===== config.mk =====
export PLATFORM = sky130hd
export DESIGN_NAME = proc_param
export DESIGN_NICKNAME = d
export VERILOG_FILES = /design/src/rtl/proc_param.sv
export SDC_FILE = /design/constraint.sdc
export NUM_CORES = 1
export LEC_CHECK = 0
export CORE_MARGIN = 2
export CORE_UTILIZATION = 55
export CTS_CLUSTER_DIAMETER = 120
export DETAILED_ROUTE_END_ITERATION = 8
export PLACE_DENSITY = 0.73
export SETUP_SLACK_MARGIN = 0.2
export SLEW_MARGIN = 20
export SYNTH_ARGS = -nofsm -noshare
export SYNTH_HDL_FRONTEND = slang
export SYNTH_SLANG_ARGS = --single-unit

===== constraint.sdc =====
create_clock -name Clock -period 10.1 [get_ports Clock]
set_input_delay 1.515 -clock Clock [delete_from_list [all_inputs] [get_ports Clock]]
set_output_delay 1.515 -clock Clock [all_outputs]
set_load 0.01 [all_outputs]

===== src/rtl/proc_param.sv =====
// Multi-cycle processor: eight registers, shared bus, A/G around an ALU.
// One instruction at a time, two or four steps, controlled by a 2-bit step counter.
module proc_param #(
  parameter int N = 16
) (
  input  logic         Clock,
  input  logic         Reset,
  input  logic [N-1:0] DIN,
  input  logic         Run,
  output logic         Done,
  output logic [N-1:0] BusOutput
);

  localparam logic [1:0] T0 = 2'd0;
  localparam logic [1:0] T1 = 2'd1;
  localparam logic [1:0] T2 = 2'd2;
  localparam logic [1:0] T3 = 2'd3;

  localparam logic [2:0] OP_MV   = 3'b000;
  localparam logic [2:0] OP_MVI  = 3'b001;
  localparam logic [2:0] OP_ADD  = 3'b010;
  localparam logic [2:0] OP_SUB  = 3'b011;
  localparam logic [2:0] OP_AND  = 3'b100;
  localparam logic [2:0] OP_SLT  = 3'b101;
  localparam logic [2:0] OP_MVNZ = 3'b110;
  localparam logic [2:0] OP_NOP  = 3'b111;

  logic [N-1:0] r [8];
  logic [N-1:0] a;
  logic [N-1:0] g;
  logic [8:0]   ir;
  logic         z;
  logic [1:0]   step;

  logic [2:0]   op;
  logic [2:0]   rx;
  logic [2:0]   ry;
  logic         is_alu;
  logic         rx_we;
  logic [N-1:0] bus;
  logic [N-1:0] alu;

  assign op = ir[8:6];
  assign rx = ir[5:3];
  assign ry = ir[2:0];

  assign is_alu = (op == OP_ADD) || (op == OP_SUB)
               || (op == OP_AND) || (op == OP_SLT);

  always_comb begin
    bus = DIN;
    case (step)
      T1: begin
        if (is_alu)
          bus = r[rx];
        else if ((op == OP_MV) || (op == OP_MVNZ))
          bus = r[ry];
        else
          bus = DIN;
      end
      T2:      bus = r[ry];
      T3:      bus = g;
      default: bus = DIN;
    endcase
  end

  always_comb begin
    alu = a + bus;
    case (op)
      OP_ADD:  alu = a + bus;
      OP_SUB:  alu = a - bus;
      OP_AND:  alu = a & bus;
      OP_SLT:  alu = {{(N-1){1'b0}}, ($signed(a) < $signed(bus))};
      default: alu = a + bus;
    endcase
  end

  // MVNZ is the only conditional write; it reads the Z left by the last ALU op
  assign rx_we = ((step == T1) && ((op == OP_MV) || (op == OP_MVI)
                || ((op == OP_MVNZ) && !z)))
              || (step == T3);

  assign Done      = ((step == T1) && !is_alu) || (step == T3);
  assign BusOutput = bus;

  always_ff @(posedge Clock or posedge Reset) begin
    if (Reset) begin
      for (int i = 0; i < 8; i++) r[i] <= '0;
      a    <= '0;
      g    <= '0;
      ir   <= '0;
      z    <= 1'b1;
      step <= T0;
    end else begin
      if (rx_we) r[rx] <= bus;
      case (step)
        T0: begin
          if (Run) begin
            ir   <= DIN[8:0];
            step <= T1;
          end
        end
        T1: begin
          if (is_alu) begin
            a    <= bus;
            step <= T2;
          end else begin
            step <= T0;
          end
        end
        T2: begin
          g    <= alu;
          z    <= (alu == '0);
          step <= T3;
        end
        default: step <= T0;
      endcase
    end
  end

endmodule


; After elaboration in Yosys (flattened, before gate mapping)
; Cells that the tools add are included.
[totals]
reg_bits = 172
[op_classes]
n_reduce_logical = 19
add_sub_neg = 2
bitwise = 3
eq_ne = 10
mux = 16
magnitude_cmp = 4
[op_table]
columns = op, n
row1 = bitwise mux 128 bit, 1
row2 = two-way mux 16 bit, 7
row3 = binary-select mux 16 bit (select 3 bit), 2
row4 = one-hot mux 16 bit (3 select lines), 2
row5 = demux 16 bit (select 3 bit), 1
row6 = adder 16 bit, 1
row7 = bitwise AND 16 bit, 1
row8 = zero test 16 bit, 1
row9 = < comparator 16 bit, 1
row10 = subtractor 16 bit, 1
row11 = "== test 3 bit, second input constant", 3
row12 = "greater-or-equal comparator 4 bit, second input constant", 2
row13 = logical OR 1 bit, 8
row14 = inverter 3 -> 4 bit, 2
row15 = "== test 3 x 2 -> 1 bit, second input constant", 2
row16 = one-hot mux 2 bit (3 select lines), 1
row17 = "== test 2 bit, second input constant", 2
row18 = logical AND 1 bit, 4
row19 = "< comparator 4 x 1 -> 1 bit, second input constant", 1
row20 = two-way mux 2 bit, 2
row21 = AND reduction 2 bit, 2
row22 = "== test 3 x 1 -> 1 bit, second input constant", 1
row23 = zero test 3 bit, 1
row24 = "== test 2 x 1 -> 1 bit, second input constant", 1
row25 = other kinds (3), 4

; Logic depth before layout (Yosys ltp)
; Gate-level depths: netlist of run 1.
[logic_depth]
word_depth = 10
depth_mapped = 23
depth_no_buf = 20

; Worst setup path before layout of run 1
; OpenSTA, ideal clock, no wires.
[synth_timing]
path_kind = register to register
startpoint = reg ir[0]
endpoint = reg z
setup_ps = 62
arrival_ps = 4653
path_slack_ps = 5385
path_stages_with_launch = 21
path_buffers = 3
path_cell_list = dfrtp_1 clkbuf_1 buf_2 mux4_2 mux2i_1 o21ai_0 o21ai_0 nand2_1 a21oi_1 clkbuf_1 inv_1 ha_1 a21o_1 a31oi_2 a211oi_1 a2111oi_4 o21ai_2 a311o_1 xor2_1 a221oi_2 a41o_1
[synth_via]
elab_chain_len = 10
elab_cells_between_ends = 13
cone_classes = add/sub: 2 / order compare: 1 / mux: 7 / bitwise: 2 / reduce/logical: 1
[synth_rtl]
columns = item, line_no
row1 = start: declaration, 31  ; logic [8:0] ir;
row2 = start signal: assignment, 99  ; ir <= DIN[8:0];
row3 = inverter 3 -> 4 bit (implied by the code) *, "57, 61"
row4 = binary-select mux 16 bit (select 3 bit) *, "57, 61"
row5 = two-way mux 16 bit (implied by the code) * (2 in a row), "57, 61"
row6 = two-way mux 16 bit, 56  ; else if ((op == OP_MV) || (op == OP_MVNZ))
row7 = two-way mux 16 bit, 54  ; if (is_alu)
row8 = one-hot mux 16 bit (3 select lines) *, 52  ; case (step)
row9 = net BusOutput[4], 11  ; output logic [N-1:0] BusOutput
row10 = "adder 16 bit, or another cell as far along", "70, 74"
row11 = one-hot mux 16 bit (3 select lines) *, 69  ; case (op)
row12 = zero test 16 bit *, 113  ; z <= (alu == '0);
row13 = end signal: assignment, 113
row14 = end: declaration, 32  ; logic z;
; The timed path passes the listed nets; every way through them passes the cells marked *. The select of a mux whose other input is x is not followed.
; A chain may end at the register's enable or synchronous reset.

; Worst setup path after layout of run 1
[layout_timing]
startpoint = reg step[0]
endpoint = reg z
[layout_via]
elab_chain_len = 5
elab_cells_between_ends = 10
cone_classes = add/sub: 2 / order compare: 1 / eq/ne: 3 / mux: 2 / bitwise: 1 / reduce/logical: 1
[layout_rtl]
columns = item, line_no
row1 = start: declaration, 33  ; logic [1:0] step;
row2 = start signal: assignment, 93  ; step <= T0;
row3 = start signal: assignment, 100  ; step <= T1;
row4 = start signal: assignment, 106  ; step <= T2;
row5 = "== test 2 bit, or another cell as far along", 52
row6 = one-hot mux 16 bit (3 select lines), 52
row7 = "adder 16 bit, or another cell as far along", "70, 74"
row8 = one-hot mux 16 bit (3 select lines), 69
row9 = zero test 16 bit, 113
; Parallel ways exist; a longest one is shown, timed or not.

==> results of run 1 <==
[state kept, by name, summed over array words and instances, names as in the netlist]
name  count
step      2
r       128
z         1
g        16
a        16
ir        9
[worst paths after layout]
check | to | cells past startpoint
worst min-delay path | g[11]$_DFFE_PP0N_ | 2
min in group asynchronous | r[46]$_DFFE_PP0P_ | 2
worst max-delay path | z$_DFFE_PP1N_ | 17
worst max register to register | z$_DFFE_PP1N_ | 17
worst min register to register | g[11]$_DFFE_PP0N_ | 2
max in group asynchronous | ir[4]$_DFFE_PP0P_ | 3
[stage by stage]
step	setup WS, ps	std cells
3_5_place_dp	4017	1406
2_1_floorplan	3927	1177
5_1_grt	3284	1438
4_1_cts	3952	1438
3_3_place_gp	4259	1406
6_report	3798	1438
[cells by family after synthesis]
logic type | after synthesis | share of synthesized area [%]
simple gates | 341 | 13.96
buf+inv | 135 | 5.041
xor+xnor | 12 | 0.9735
flops | 172 | 39.88
compound gates | 378 | 21.07
mux | 102 | 14.65
fa+ha+maj | 37 | 4.427
[cell usage in the layout (no fill, tap or decap), types with 7 or more instances in the layout]
master and n:
sky130_fd_sc_hd__a211oi_1 14, sky130_fd_sc_hd__a21oi_1 57, sky130_fd_sc_hd__a221oi_1 9, sky130_fd_sc_hd__a31oi_1 7
sky130_fd_sc_hd__and2_1 7, sky130_fd_sc_hd__buf_4 29, sky130_fd_sc_hd__clkbuf_16 17, sky130_fd_sc_hd__clkdlybuf4s50_1 35
sky130_fd_sc_hd__dfrtp_1 168, sky130_fd_sc_hd__ha_1 35, sky130_fd_sc_hd__inv_1 33, sky130_fd_sc_hd__inv_6 7
sky130_fd_sc_hd__mux2_2 28, sky130_fd_sc_hd__mux2i_1 32, sky130_fd_sc_hd__mux4_2 42, sky130_fd_sc_hd__nand2_1 195
sky130_fd_sc_hd__nand2b_1 18, sky130_fd_sc_hd__nor2_1 54, sky130_fd_sc_hd__nor2b_1 14, sky130_fd_sc_hd__nor3_1 16
sky130_fd_sc_hd__o21a_1 7, sky130_fd_sc_hd__o21ai_0 201, sky130_fd_sc_hd__o22ai_1 21, sky130_fd_sc_hd__or2_2 7
sky130_fd_sc_hd__xor2_1 8
[metal layers]
metal / track usage (%) / up-vias / part of all wire [%]
met4: 12.49 / 0 / 3.8
met5: 0 / - / 0
li1: - / 4200 / -
met1: 43.81 / 4463 / 44
met2: 47.74 / 447 / 45
met3: 7.252 / 75 / 8.0
[worst max-delay path: stages (launching register included)]
cell	delay, ps
sky130_fd_sc_hd__dfrtp_1	850
sky130_fd_sc_hd__nor2b_1	390
sky130_fd_sc_hd__nor2_1	790
sky130_fd_sc_hd__o21ai_0	280
sky130_fd_sc_hd__o21ai_0	230
sky130_fd_sc_hd__nand2_1	70
sky130_fd_sc_hd__a21oi_1	710
sky130_fd_sc_hd__inv_1	170
sky130_fd_sc_hd__ha_1	410
sky130_fd_sc_hd__nand2b_1	210
sky130_fd_sc_hd__a2111oi_2	540
sky130_fd_sc_hd__o311ai_2	210
sky130_fd_sc_hd__a21oi_1	220
sky130_fd_sc_hd__o21ai_0	170
sky130_fd_sc_hd__mux2i_1	160
sky130_fd_sc_hd__a221oi_1	320
sky130_fd_sc_hd__nor4bb_1	300
sky130_fd_sc_hd__a41o_1	210
[area by class of cell]
class	instances	area (µm²)
repair buffers	64	568.0
fillers	1662	7475
multi-input cells	870	5947
well taps	265	331.6
flip-flops and latches	172	4309
inverters	35	136.4
clock buffers	20	466.7
clock inverters	12	101.3
==> results.yml, run 1 <==
setup_path:
  worst-endpoint-required_ps: 10470
  crit_path_start: "step[0]$_DFFE_PP0P_"
  rrSetupSlack_ps: 3800
  timing.critical_path.fanout_max: 27
  critPathCaptureType: "flop"
  start_kind: "flop"
  worst_r2r_startpoint: "step[0]$_DFFE_PP0P_"
  arrival_ps: 6680
  timing.setup.critical_path_class: "reg2reg"
floorplan:
  floorplan.initialDensity_pct: 55.84
  num_io_pins: 36
  die_area_um2: 20770
  number_of_placement_rows: 51
  die_h_um: 144.1
  fp.dieW_um: 144.1
  core-area_um2: 19330
clock_tree:
  cts.repair.resized: 0
  clk_transition_reported_paths_ps: 60
  tritoncts: "built"
  max-clock-path-buffers: 2
  clkSinkCount: 172
  numCtsBuffers: 17
  postCtsSetupBuffers: 0
  htreeDepth: 4
  postCtsHoldBufs: 0
  ctsRootBufferMaster: "sky130_fd_sc_hd__clkbuf_16"
  clock_latency_ps: 440
synth:
  postSynthRegisterBits: 172
  synth-async-reset-ratio_pct: 100.0
  syn_inst: 1177
  netlist_area_um2: 10800
  synthDominantAreaCellType: "sky130_fd_sc_hd__dfrtp_1"
  ys_warn_count: 0
  synth.top_cells.by_area: "sky130_fd_sc_hd__dfrtp_1 (40%), sky130_fd_sc_hd__o21ai_0 (9.3%), sky130_fd_sc_hd__mux4_2 (8.8%), sky130_fd_sc_hd__nand2_1 (6.8%), sky130_fd_sc_hd__ha_1 (4.1%)"
  postSynthNetCount: 1233
  postSynthAreaPerCell_um2: 9.173
  synth-edff-count: 0
  synthMostInstantiatedCell: "sky130_fd_sc_hd__o21ai_0"
  ys_dominant_reg_cell: "sky130_fd_sc_hd__dfrtp_1"
  post_synth_num_cell_types: 70
  synth_common_cells: "sky130_fd_sc_hd__o21ai_0 (201), sky130_fd_sc_hd__nand2_1 (195), sky130_fd_sc_hd__dfrtp_1 (171), sky130_fd_sc_hd__clkbuf_1 (65), sky130_fd_sc_hd__a21oi_1 (57)"
  synth_largest_type_area_fraction_pct: 39.63
  yosysSeqAreaShare_pct: 39.88
hold_path:
  holdCritPathClass: "reg2reg"
  min_from: "g[11]$_DFFE_PP0N_"
timing:
  tns_ps: 0
  period_needed_ps: 6302
  grt_setup_unrepaired: "false"
  period_share_pct: 62.40
  slew_violations: 0
  worst-slew-pin-transition_ps: 980.5
  final.setup_skew_ps: 13.25
  setup-violations-final: 0
  slew_headroom_pct: 34.64
  post_route_hold_slack_ps: 483.4
  final_hold_viol_count: 0
  max_freq_mhz: 158.7
layout:
  fin_util_pct: 61.34
  design_area_um2: 11860
  final_nets: 1216
  area.growth.synth_to_final_pct: 9.850
  antenna_cells_inserted: 0
  drive_gt1_share_pct: 12.87
drt:
  wl_per_cell_um: 21.75
  vias: 9185
  routed_wl_um: 31270
  drt_first_iter_violations: 873
  number_of_design_rule_violations_left_after_detail_routing: 0
  detailedRoute.firstPassIterationCount: 5
  ant_nets: 0
  route.detailed.vias_per_inst: 6.387
global_routing:
  groute.usage.overall_pct: 31.41
  grt_first_pass_wirelength_um: 49570
  grt_pass1_vias: 8875
  gr-total-overflow: 0
  grt_max_degree: 103
  grt_antenna_before_repair: 0
run:
  max_cap_violations: 0
outcome:
  run_status: "finished clean"
place:
  dpl-instance-area_um2: 11290
  place.detailed.hpwl_um: 21540
  port_buffers: 35
  globalplace.congestion: 0.9653
Power of run 1 is not shown: default switching activity piles up to over one toggle a cycle in this logic, so the estimate is an artifact.
==> inputs of run 2 (changes only) <==
--- a/config.mk
+++ b/config.mk
@@ -9,7 +9,7 @@
 export CORE_UTILIZATION = 55
 export CTS_CLUSTER_DIAMETER = 120
 export DETAILED_ROUTE_END_ITERATION = 8
-export PLACE_DENSITY = 0.73
+export PLACE_DENSITY = 0.76
 export SETUP_SLACK_MARGIN = 0.2
 export SLEW_MARGIN = 20
 export SYNTH_ARGS = -nofsm -noshare
==> constraint.sdc (replaced) <==
create_clock -name Clock -period 5.4 [get_ports Clock]
set_input_delay 0.81 -clock Clock [delete_from_list [all_inputs] [get_ports Clock]]
set_output_delay 0.81 -clock Clock [all_outputs]
set_load 0.01 [all_outputs]
==> run 2 against run 1 <==
Against the previous run: clock skew down 2.1 ps; sequential share of layout area down 1.1 points; highest routed layer unchanged; die area unchanged; via count up 3.6%; critical path depth up 4.
==> results.yml, run 2 (synthesis gave the netlist of run 1 again) <==
outcome:
  run_status: "finished clean"
layout:
  num-fill-cells: 1600
  drive_gt1_share_pct: 15.56
  area.growth.synth_to_final_pct: 13.33
  final_nets: 1245
  reg.largest.list: "r x128, a x16, g x16"
  mostFrequentLayoutCells: "sky130_fd_sc_hd__o21ai_0 (199), sky130_fd_sc_hd__nand2_1 (195), sky130_fd_sc_hd__dfrtp_1 (168)"
  final-seq-area_um2: 4312
  final_cell_count_no_fill: 1468
  multiInputGateArea_um2: 6001
  largest_register_ffs: 128
  layout.cells.most_common: "sky130_fd_sc_hd__o21ai_0"
  top_register: "r"
timing:
  final_hold_viol_count: 0
  grt_setup_unrepaired: "false"
  slew_headroom_pct: 31.93
  worst-slew-pin-transition_ps: 1017
  timing.final.ws_setup_ps: 379.3
  setup-violations-final: 0
  final.setup_skew_ps: 11.16
  period_share_pct: 92.98
  slew_violations: 0
  tns_ps: 0
  max_freq_mhz: 199.2
  period_needed_ps: 5021
floorplan:
  fp.dieW_um: 144.1
  number_of_placement_rows: 51
  floorplan.initialDensity_pct: 55.84
  core-area_um2: 19330
  num_io_pins: 36
  die_h_um: 144.1
  die_area_um2: 20770
clock_tree:
  clock_latency_ps: 430
  postCtsHoldBufs: 0
  tritoncts: "built"
  max-clock-path-buffers: 2
  ctsRootBufferMaster: "sky130_fd_sc_hd__clkbuf_16"
  htreeDepth: 4
  numCtsBuffers: 17
  clkSinkCount: 172
  clk_transition_reported_paths_ps: 60
global_routing:
  grt_antenna_before_repair: 1
  grt_first_pass_wirelength_um: 50580
  grt_pass1_vias: 9253
  grt_max_degree: 173
  groute.usage.overall_pct: 32.13
  gr-total-overflow: 0
drt:
  routed_wl_um: 32410
  detailedRoute.firstPassIterationCount: 7
  wl_per_cell_um: 22.08
  ant_nets: 0
  route.detailed.vias_per_inst: 6.484
  vias: 9518
  number_of_design_rule_violations_left_after_detail_routing: 0
  drt_first_iter_violations: 983
setup_path:
  worst-endpoint-required_ps: 5760
  start_kind: "flop"
  critical_path.max_stage_delay_ps: 650
  critPathCaptureType: "flop"
  timing.critical_path.fanout_max: 26
  critPathSlowestCell: "sky130_fd_sc_hd__dfrtp_4"
  arrival_ps: 5380
  path_cells: "buf_4 > mux2_2 > o22ai_1 > nor2_1 > a21oi_1 > a211oi_1 > o21ai_0 > nand2_1 > a21oi_1 > inv_1 > ha_1 > nor3_1 > o21ai_0 > o31ai_2 > buf_4 > or2_2 > a221o_1 > a22oi_1 > nand4_1 > nor4bb_1 > a41o_1"
  timing.setup.critical_path_class: "reg2reg"
place:
  place.detailed.hpwl_um: 22180
  place.detailed.instances: 1431
  port_buffers: 35
  post-place-ws_ps: 189.6
  globalplace.congestion: 0.9144
run:
  max_cap_violations: 0
hold_path:
  holdCritPathClass: "reg2reg"
## run 2: layout make-up
| cell class | instances | share of cell area [%] |
|---|---|---|
| Multi-Input combinational cell | 870 | 49.04 |
| Sequential cell | 172 | 35.24 |
| Timing Repair Buffer | 93 | 6.759 |
| Clock buffer | 22 | 3.794 |
| Tap cell | 265 | 2.710 |
| Clock inverter | 10 | 1.329 |
| Inverter | 35 | 1.104 |
| Antenna cell | 1 | 0.02045 |
## run 2: final timing paths
check                                  start                 to  slack (ps)  cells after the start
min                        g[13]$_DFFE_PP0N_  g[13]$_DFFE_PP0N_         480                      2
min reg2reg                g[13]$_DFFE_PP0N_  g[13]$_DFFE_PP0N_         480                      2
max in group asynchronous              Reset  ir[5]$_DFFE_PP0P_        3650                      3
min in group asynchronous              Reset  r[61]$_DFFE_PP0P_         990                      3
max reg2reg                ir[5]$_DFFE_PP0P_      z$_DFFE_PP1N_         380                     21
max                        ir[5]$_DFFE_PP0P_      z$_DFFE_PP1N_         380                     21
## run 2: per-layer routing
layer,track usage [%],wire length (µm),part of all wire [%],up-vias
met3,6.192,2926,9.0,88
met5,0,0,0,-
met4,12.44,1130,3.5,0
met1,45.23,13440,41,4625
li1,-,-,-,4253
met2,49.52,14910,46,552
## run 2: critical path: cells and delay by family, from the launching register on
kind                       cells  cell delay [ps]
AOI/OAI and AO/OA             10             1870
and+or+nand+nor                6              980
DFF                            1              650
buffers and inverters          3              580
adders and majority gates      1              500
muxes                          1              350
## run 2: repair_timing
item / CTS / global route
gates cloned: 0 / 0
resized for setup: 1 / 15
setup endpoints to repair: 1 / 3
setup buffers: 0 / 4
pin swaps: 0 / 2
## run 2: per-stage QoR
step / util (%) / hold slack, ps / cell area [µm²]
global placement: 59.43 / 463.7 / 11490
floorplan: - / 441.3 / 10800
detailed placement: 59.43 / 475.4 / 11490
global route: 63.27 / 527.8 / 12230
finish: 63.28 / 480.9 / 12240
CTS: 62.69 / 489.3 / 12120
Power of run 2 is left out for the same reason.
